### src/rtl/fetch_stage_if.sv
`default_nettype none
// ============================================================================
// Module   : fetch_stage_if
// Purpose  : Instruction-memory request/acknowledge bus used by the fetch stage.
// Revision : 1.0
// ============================================================================
interface fetch_stage_if;
  logic        imem_req;
  logic [15:0] imem_addr;
  logic        imem_ack;
  logic [15:0] imem_rdata;

  modport master (
    output imem_req,
    output imem_addr,
    input  imem_ack,
    input  imem_rdata
  );

  modport slave (
    input  imem_req,
    input  imem_addr,
    output imem_ack,
    output imem_rdata
  );
endinterface
`default_nettype wire

### src/rtl/fetch_stage.sv
`default_nettype none
// ============================================================================
// Module   : fetch_stage
// Purpose  : PC owner, instruction-memory requester and IF/ID pipeline register.
// Revision : 1.0
// ============================================================================
module fetch_stage #(
  parameter logic [15:0] RESET_PC = 16'h0000,
  parameter logic [15:0] NOP      = 16'h0000
) (
  input  wire logic        clk,
  input  wire logic        rst,
  input  wire logic        pc_enable,
  input  wire logic        halt,
  input  wire logic        branch_taken,
  input  wire logic [15:0] branch_target,
  fetch_stage_if.master    imem,
  output logic      [15:0] instruction_ID,
  output logic      [15:0] pc_ID,
  output logic             valid_ID
);

  typedef enum logic [2:0] {
    S_FETCH  = 3'd0,
    S_HOLD   = 3'd1,
    S_FLUSH  = 3'd2,
    S_DRAIN  = 3'd3,
    S_HALTED = 3'd4
  } state_t;

  state_t      state_q, state_d;
  logic [15:0] pc_q, pc_d;
  logic [15:0] redirect_pc_q, redirect_pc_d;
  logic [15:0] buf_instr_q, buf_instr_d;
  logic [15:0] buf_pc_q, buf_pc_d;
  logic [15:0] instr_id_q, instr_id_d;
  logic [15:0] pc_id_q, pc_id_d;
  logic        valid_id_q, valid_id_d;

  logic        ack;
  logic [15:0] rdata;

  assign ack   = imem.imem_ack;
  assign rdata = imem.imem_rdata;

  // A request stays up in FLUSH and DRAIN so the outstanding ack can still land.
  assign imem.imem_req  = !rst && ((state_q == S_FETCH) || (state_q == S_FLUSH) ||
                                   (state_q == S_DRAIN));
  assign imem.imem_addr = pc_q;

  assign instruction_ID = instr_id_q;
  assign pc_ID          = pc_id_q;
  assign valid_ID       = valid_id_q;

  always_comb begin
    state_d       = state_q;
    pc_d          = pc_q;
    redirect_pc_d = redirect_pc_q;
    buf_instr_d   = buf_instr_q;
    buf_pc_d      = buf_pc_q;
    instr_id_d    = instr_id_q;
    pc_id_d       = pc_id_q;
    valid_id_d    = valid_id_q;

    // Decode consuming with nothing new to hand over sees a bubble; a stall holds.
    if (pc_enable) begin
      instr_id_d = NOP;
      valid_id_d = 1'b0;
    end

    case (state_q)
      S_FETCH: begin
        if (branch_taken) begin
          instr_id_d = NOP;
          valid_id_d = 1'b0;
          if (ack) begin
            pc_d = branch_target;
          end else begin
            redirect_pc_d = branch_target;
            state_d       = S_FLUSH;
          end
        end else if (halt) begin
          state_d = ack ? S_HALTED : S_DRAIN;
        end else if (ack) begin
          pc_d = pc_q + 16'd2;
          if (pc_enable) begin
            instr_id_d = rdata;
            pc_id_d    = pc_q;
            valid_id_d = 1'b1;
          end else begin
            buf_instr_d = rdata;
            buf_pc_d    = pc_q;
            state_d     = S_HOLD;
          end
        end
      end

      S_HOLD: begin
        if (branch_taken) begin
          instr_id_d = NOP;
          valid_id_d = 1'b0;
          pc_d       = branch_target;
          state_d    = S_FETCH;
        end else if (halt) begin
          state_d = S_HALTED;
        end else if (pc_enable) begin
          instr_id_d = buf_instr_q;
          pc_id_d    = buf_pc_q;
          valid_id_d = 1'b1;
          state_d    = S_FETCH;
        end
      end

      S_FLUSH: begin
        if (branch_taken) begin
          instr_id_d = NOP;
          valid_id_d = 1'b0;
          if (ack) begin
            pc_d    = branch_target;
            state_d = S_FETCH;
          end else begin
            redirect_pc_d = branch_target;
          end
        end else if (halt) begin
          // If the stale ack arrives together with halt nothing is left to drain.
          state_d = ack ? S_HALTED : S_DRAIN;
        end else if (ack) begin
          pc_d    = redirect_pc_q;
          state_d = S_FETCH;
        end
      end

      S_DRAIN: begin
        if (ack) begin
          state_d = S_HALTED;
        end
      end

      S_HALTED: begin
        state_d = S_HALTED;
      end

      default: begin
        state_d = S_FETCH;
      end
    endcase
  end

  always_ff @(posedge clk) begin
    if (rst) begin
      state_q       <= S_FETCH;
      pc_q          <= RESET_PC;
      redirect_pc_q <= 16'h0000;
      buf_instr_q   <= 16'h0000;
      buf_pc_q      <= 16'h0000;
      instr_id_q    <= NOP;
      pc_id_q       <= 16'h0000;
      valid_id_q    <= 1'b0;
    end else begin
      state_q       <= state_d;
      pc_q          <= pc_d;
      redirect_pc_q <= redirect_pc_d;
      buf_instr_q   <= buf_instr_d;
      buf_pc_q      <= buf_pc_d;
      instr_id_q    <= instr_id_d;
      pc_id_q       <= pc_id_d;
      valid_id_q    <= valid_id_d;
    end
  end

endmodule
`default_nettype wire

### src/flat_wrapper.sv
// flat-port wrapper written by rule: the top's interface ports become plain ports
module fetch_stage_flat 
#(
  parameter logic [15:0] RESET_PC = 16'h0000,
  parameter logic [15:0] NOP      = 16'h0000
)
  (clk, rst, pc_enable, halt, branch_taken, branch_target, instruction_ID, pc_ID, valid_ID, imem_imem_req, imem_imem_addr, imem_imem_ack, imem_imem_rdata);
  fetch_stage_if imem_i ();
  input  wire logic clk;
  input  wire logic rst;
  input  wire logic pc_enable;
  input  wire logic halt;
  input  wire logic branch_taken;
  input  wire logic [15:0] branch_target;
  output logic      [15:0] instruction_ID;
  output logic      [15:0] pc_ID;
  output logic valid_ID;
  output wire logic [$bits(imem_i.imem_req)-1:0] imem_imem_req;
  output wire logic [$bits(imem_i.imem_addr)-1:0] imem_imem_addr;
  input wire logic [$bits(imem_i.imem_ack)-1:0] imem_imem_ack;
  input wire logic [$bits(imem_i.imem_rdata)-1:0] imem_imem_rdata;
  assign imem_imem_req = imem_i.imem_req;
  assign imem_imem_addr = imem_i.imem_addr;
  assign imem_i.imem_ack = imem_imem_ack;
  assign imem_i.imem_rdata = imem_imem_rdata;
  fetch_stage #(.RESET_PC(RESET_PC), .NOP(NOP)) u_core (.clk(clk), .rst(rst), .pc_enable(pc_enable), .halt(halt), .branch_taken(branch_taken), .branch_target(branch_target), .imem(imem_i), .instruction_ID(instruction_ID), .pc_ID(pc_ID), .valid_ID(valid_ID));
endmodule
### config.mk
export PLATFORM = sky130hd
export DESIGN_NAME = fetch_stage_flat
export DESIGN_NICKNAME = d
export VERILOG_FILES = /design/src/rtl/fetch_stage_if.sv /design/src/rtl/fetch_stage.sv /design/src/flat_wrapper.sv
export SDC_FILE = /design/constraint.sdc
export NUM_CORES = 1
export LEC_CHECK = 0
export BUFFER_PORTS_ARGS = -buffer_cell sky130_fd_sc_hd__buf_4
export CAP_MARGIN = 20
export CORE_MARGIN = 8
export CORE_UTILIZATION = 50
export CTS_BUF_LIST = sky130_fd_sc_hd__clkbuf_8
export CTS_CLUSTER_SIZE = 8
export DETAILED_ROUTE_END_ITERATION = 16
export PLACE_DENSITY = 0.71
export SLEW_MARGIN = 20
export SYNTH_ARGS = -nofsm -noshare
export SYNTH_HDL_FRONTEND = slang
export SYNTH_SLANG_ARGS = --single-unit
### constraint.sdc
create_clock -name clk -period 3.5 [get_ports clk]
set_input_delay 0.35 -clock clk [delete_from_list [all_inputs] [get_ports clk]]
set_output_delay 0.35 -clock clk [all_outputs]
set_load 0.05 [all_outputs]
==> impl_metrics.toml <==
[status]
status = "complete, no violations"

[global_routing]
grt_remaining_overflow = 0
track_usage = 0.191
grt_pass1_vias = 3963
grt_pass1_wl_um = 20100
antenna_found_initial = 0
grt_max_degree = 47

[worst_setup_path]
reg2reg_depth = 5
crit_cells = 5
crit_start = "u_core.state_q[0]$_SDFFE_PP0P_"
cp-endpoint = "u_core.instruction_ID[14]$_SDFF_PP0_"
start_kind = "flop"
worst-setup-path-type = "flop to flop"
cp.arrival_ns = 2.49
critPathSlowestCell = "dfxtp_1"
rr_endpoint = "u_core.instruction_ID[14]$_SDFF_PP0_"
critPathMaxStageDelay_ns = 0.68
worstPathRequired_ns = 3.78
reg2reg_from = "u_core.state_q[0]$_SDFFE_PP0P_"
crit_path_cell_trace = "nor3b_2 > buf_4 > and3_1 > a22oi_1 > o32ai_1"
endpoint_kind = "flop"
cpLargestDelayFamily = "simple AND/OR/NAND/NOR gates"
critical_path.max_fanout = 24
rrSetupSlack_ns = 1.28
crit_buf_inv = 1

[sta]
skew_ns = 0.0105
rsz0062_at_grt = "no"
finalCriticalPeriod_ns = 2.22
setup_tns_ns = 0
finalHoldViolCount = 0
timing.final.crit_share = 0.633
finalSetupViolCount = 0
drv_slew = 0
fmax_mhz = 451
slew_headroom = 0.399
worst_pin_slew_ns = 0.898

[placement]
port_buffers = 87
dpl_cell_area_mm2 = 0.00510
dp_hpwl_um = 8340
globalplace.congestion = 0.862

[flow_run]
maxCapViolCount = 0

[synth]
synth_xor_area_frac = 0.00390
synth_seq_cells = 100
synth_edf_count = 0
syn_area_per_cell_um2 = 8.27
synth_nets = 582
yosysWarnings = 0
post_synth_mux_area_share = 0.00474
synth_compound_area_frac = 0.259
synth_top_family_by_area = "compound AO/OA/AOI/OAI gates"
ys.flop_type = "dfxtp_1"
syn_area_mm2 = 0.00449
synthesis.instances = 543
post_synth_num_cell_types = 61
synthAdderAreaFrac = 0.00279
synth.yosys.seq_area_share = 0.446
ys_async_sr_fraction = 0
yosys.area_share.simple = 0.225

[clocking]
cts_root_buffer = "clkbuf_8"
h-tree-depth = 3
clkSlewWorstSetupHoldPaths_ns = 0.10
cts_resized = 0
cts.sinks = 100
clkLatencyLatePin_ns = 0.36
cts_buffers = 9
cts_tree = "yes"
post_cts_buffers = 0
clock_path_buffers = 2
cts_hold_buf = 0

[min_path]
hp-class = "primary input to flop"

[floorplanning]
initial_utilization = 0.515
die_w_um = 111
die_area_mm2 = 0.0123
fp.dieH_um = 111
coreArea_mm2 = 0.00872
row_count = 34
io_pins = 88

[layout]
layout_common_cells = "129 x nand2_1, 100 x dfxtp_1, 93 x buf_4"
design_area_mm2 = 0.00531
mostFrequentLayoutCell = "nand2_1"
areaGrowthSynthToFinish_pct = 18.3
final_nets = 643
fill_cells = 778
diodes = 0
drive_above_1_share = 0.215

[route]
vias = 4301
drt_first_pass_iters = 6
drt_iter0_drc = 500
drc = 0
wl_per_cell_um = 17.0
via_per_inst = 6.00
antenna_left = 0
wl_um = 12200

[power_and_ir_drop]
p_int_mw = 1.66
power.leakage_nw = 1.94
switching_share = 0.299
seqPwrFrac = 0.518
peakVddDrop_v = 0.000249
pwr-share-clk = 0.326
combPwrFrac = 0.156
p_per_area_mw_per_mm2 = 446
p_switching_mw = 0.708
## per-layer routing
layer	up-vias	wire length (um)	track usage
li1	2064	-	-
met1	2034	5600	0.263
met2	190	5510	0.286
met3	13	902	0.0417
met4	0	151	0.0649
met5	-	0	0
## synth_stat cells, types with 2 or more instances
cell       instances  area share
nand2_1          129        0.11
dfxtp_1          100        0.45
a21oi_1           68       0.076
nor2_1            53       0.044
clkbuf_1          23       0.019
a222oi_1          22       0.049
buf_2             12       0.013
inv_1             11      0.0092
o21ai_0            9       0.010
a22o_1             7       0.014
a311oi_2           7       0.023
nand4_1            7      0.0098
buf_4              5      0.0084
nor3_1             5      0.0056
o32ai_1            5      0.0098
a22oi_1            4      0.0067
and3_1             4      0.0056
nand3_1            4      0.0045
o2bb2ai_1          4      0.0078
a211oi_1           3      0.0050
a211oi_2           3      0.0084
a311oi_1           3      0.0059
nor4_1             3      0.0042
a21o_1             2      0.0033
a221o_1            2      0.0045
a2bb2oi_1          2      0.0039
a31oi_1            2      0.0028
a32o_1             2      0.0045
and2_1             2      0.0028
buf_6              2      0.0050
nor2b_1            2      0.0028
nor3b_2            2      0.0056
nor4b_4            2       0.011
o21a_1             2      0.0033
o21ai_1            2      0.0022
or3_1              2      0.0028
xnor2_1            2      0.0039
## stage by stage
stage	hold WS [ns]	std cells	setup slack [ns]	util	power, mW
after floorplan	0.436	543	1.31	-	1.49
after global placement	0.440	701	1.38	0.585	1.61
after detailed placement	0.448	701	1.31	0.585	1.62
after CTS	0.224	717	1.28	0.609	2.37
after global routing	0.224	717	1.10	0.609	2.46
final	0.230	717	1.28	0.609	2.37
## power groups by stage
stage	clock [mW]	sequential, mW	combinational, mW
after floorplan	0	1.30	0.191
after global placement	0	1.25	0.362
after detailed placement	0	1.25	0.366
after CTS	0.781	1.23	0.367
after global routing	0.831	1.23	0.397
final	0.772	1.23	0.368
## worst min-delay path by stage
stage                                       startpoint                                    to  cells past startpoint
global route                                 pc_enable  u_core.instruction_ID[14]$_SDFF_PP0_                      2
CTS                                imem_imem_rdata[12]   u_core.buf_instr_q[12]$_SDFFE_PP0P_                      3
detailed placement    u_core.buf_pc_q[13]$_SDFFE_PP0P_      u_core.buf_pc_q[13]$_SDFFE_PP0P_                      2
finish                                       pc_enable  u_core.instruction_ID[14]$_SDFF_PP0_                      2
floorplan           u_core.buf_instr_q[0]$_SDFFE_PP0P_    u_core.buf_instr_q[0]$_SDFFE_PP0P_                      2
global placement    u_core.buf_instr_q[0]$_SDFFE_PP0P_    u_core.buf_instr_q[0]$_SDFFE_PP0P_                      2
## logic make-up after synthesis
group                    Yosys count
flip-flops                       100
adder cells (fa/ha/maj)            1
multiplexers                       2
buffers and inverters             54
XOR/XNOR                           2
AND/OR/NAND/NOR                  225
AO/OA/AOI/OAI                    159
## area by class of cell
type                            count  area, um2  share of cell area
Multi-Input combinational cell    389       2230               0.419
Sequential cell                   100       2000               0.377
Timing Repair Buffer               93        698               0.131
Clock buffer                       10        138              0.0259
Tap cell                          108        135              0.0254
Clock inverter                      6       70.1              0.0132
Inverter                           11       41.3             0.00777
## flip-flops by register name (all words and copies together), names as in the netlist
register,flops
u_core.state_q,3
u_core.imem.imem_addr,16
u_core.buf_pc_q,16
u_core.redirect_pc_q,16
u_core.instruction_ID,16
u_core.buf_instr_q,16
u_core.valid_ID,1
u_core.pc_ID,16
No activity file was read; power rests on OpenSTA's default activity.
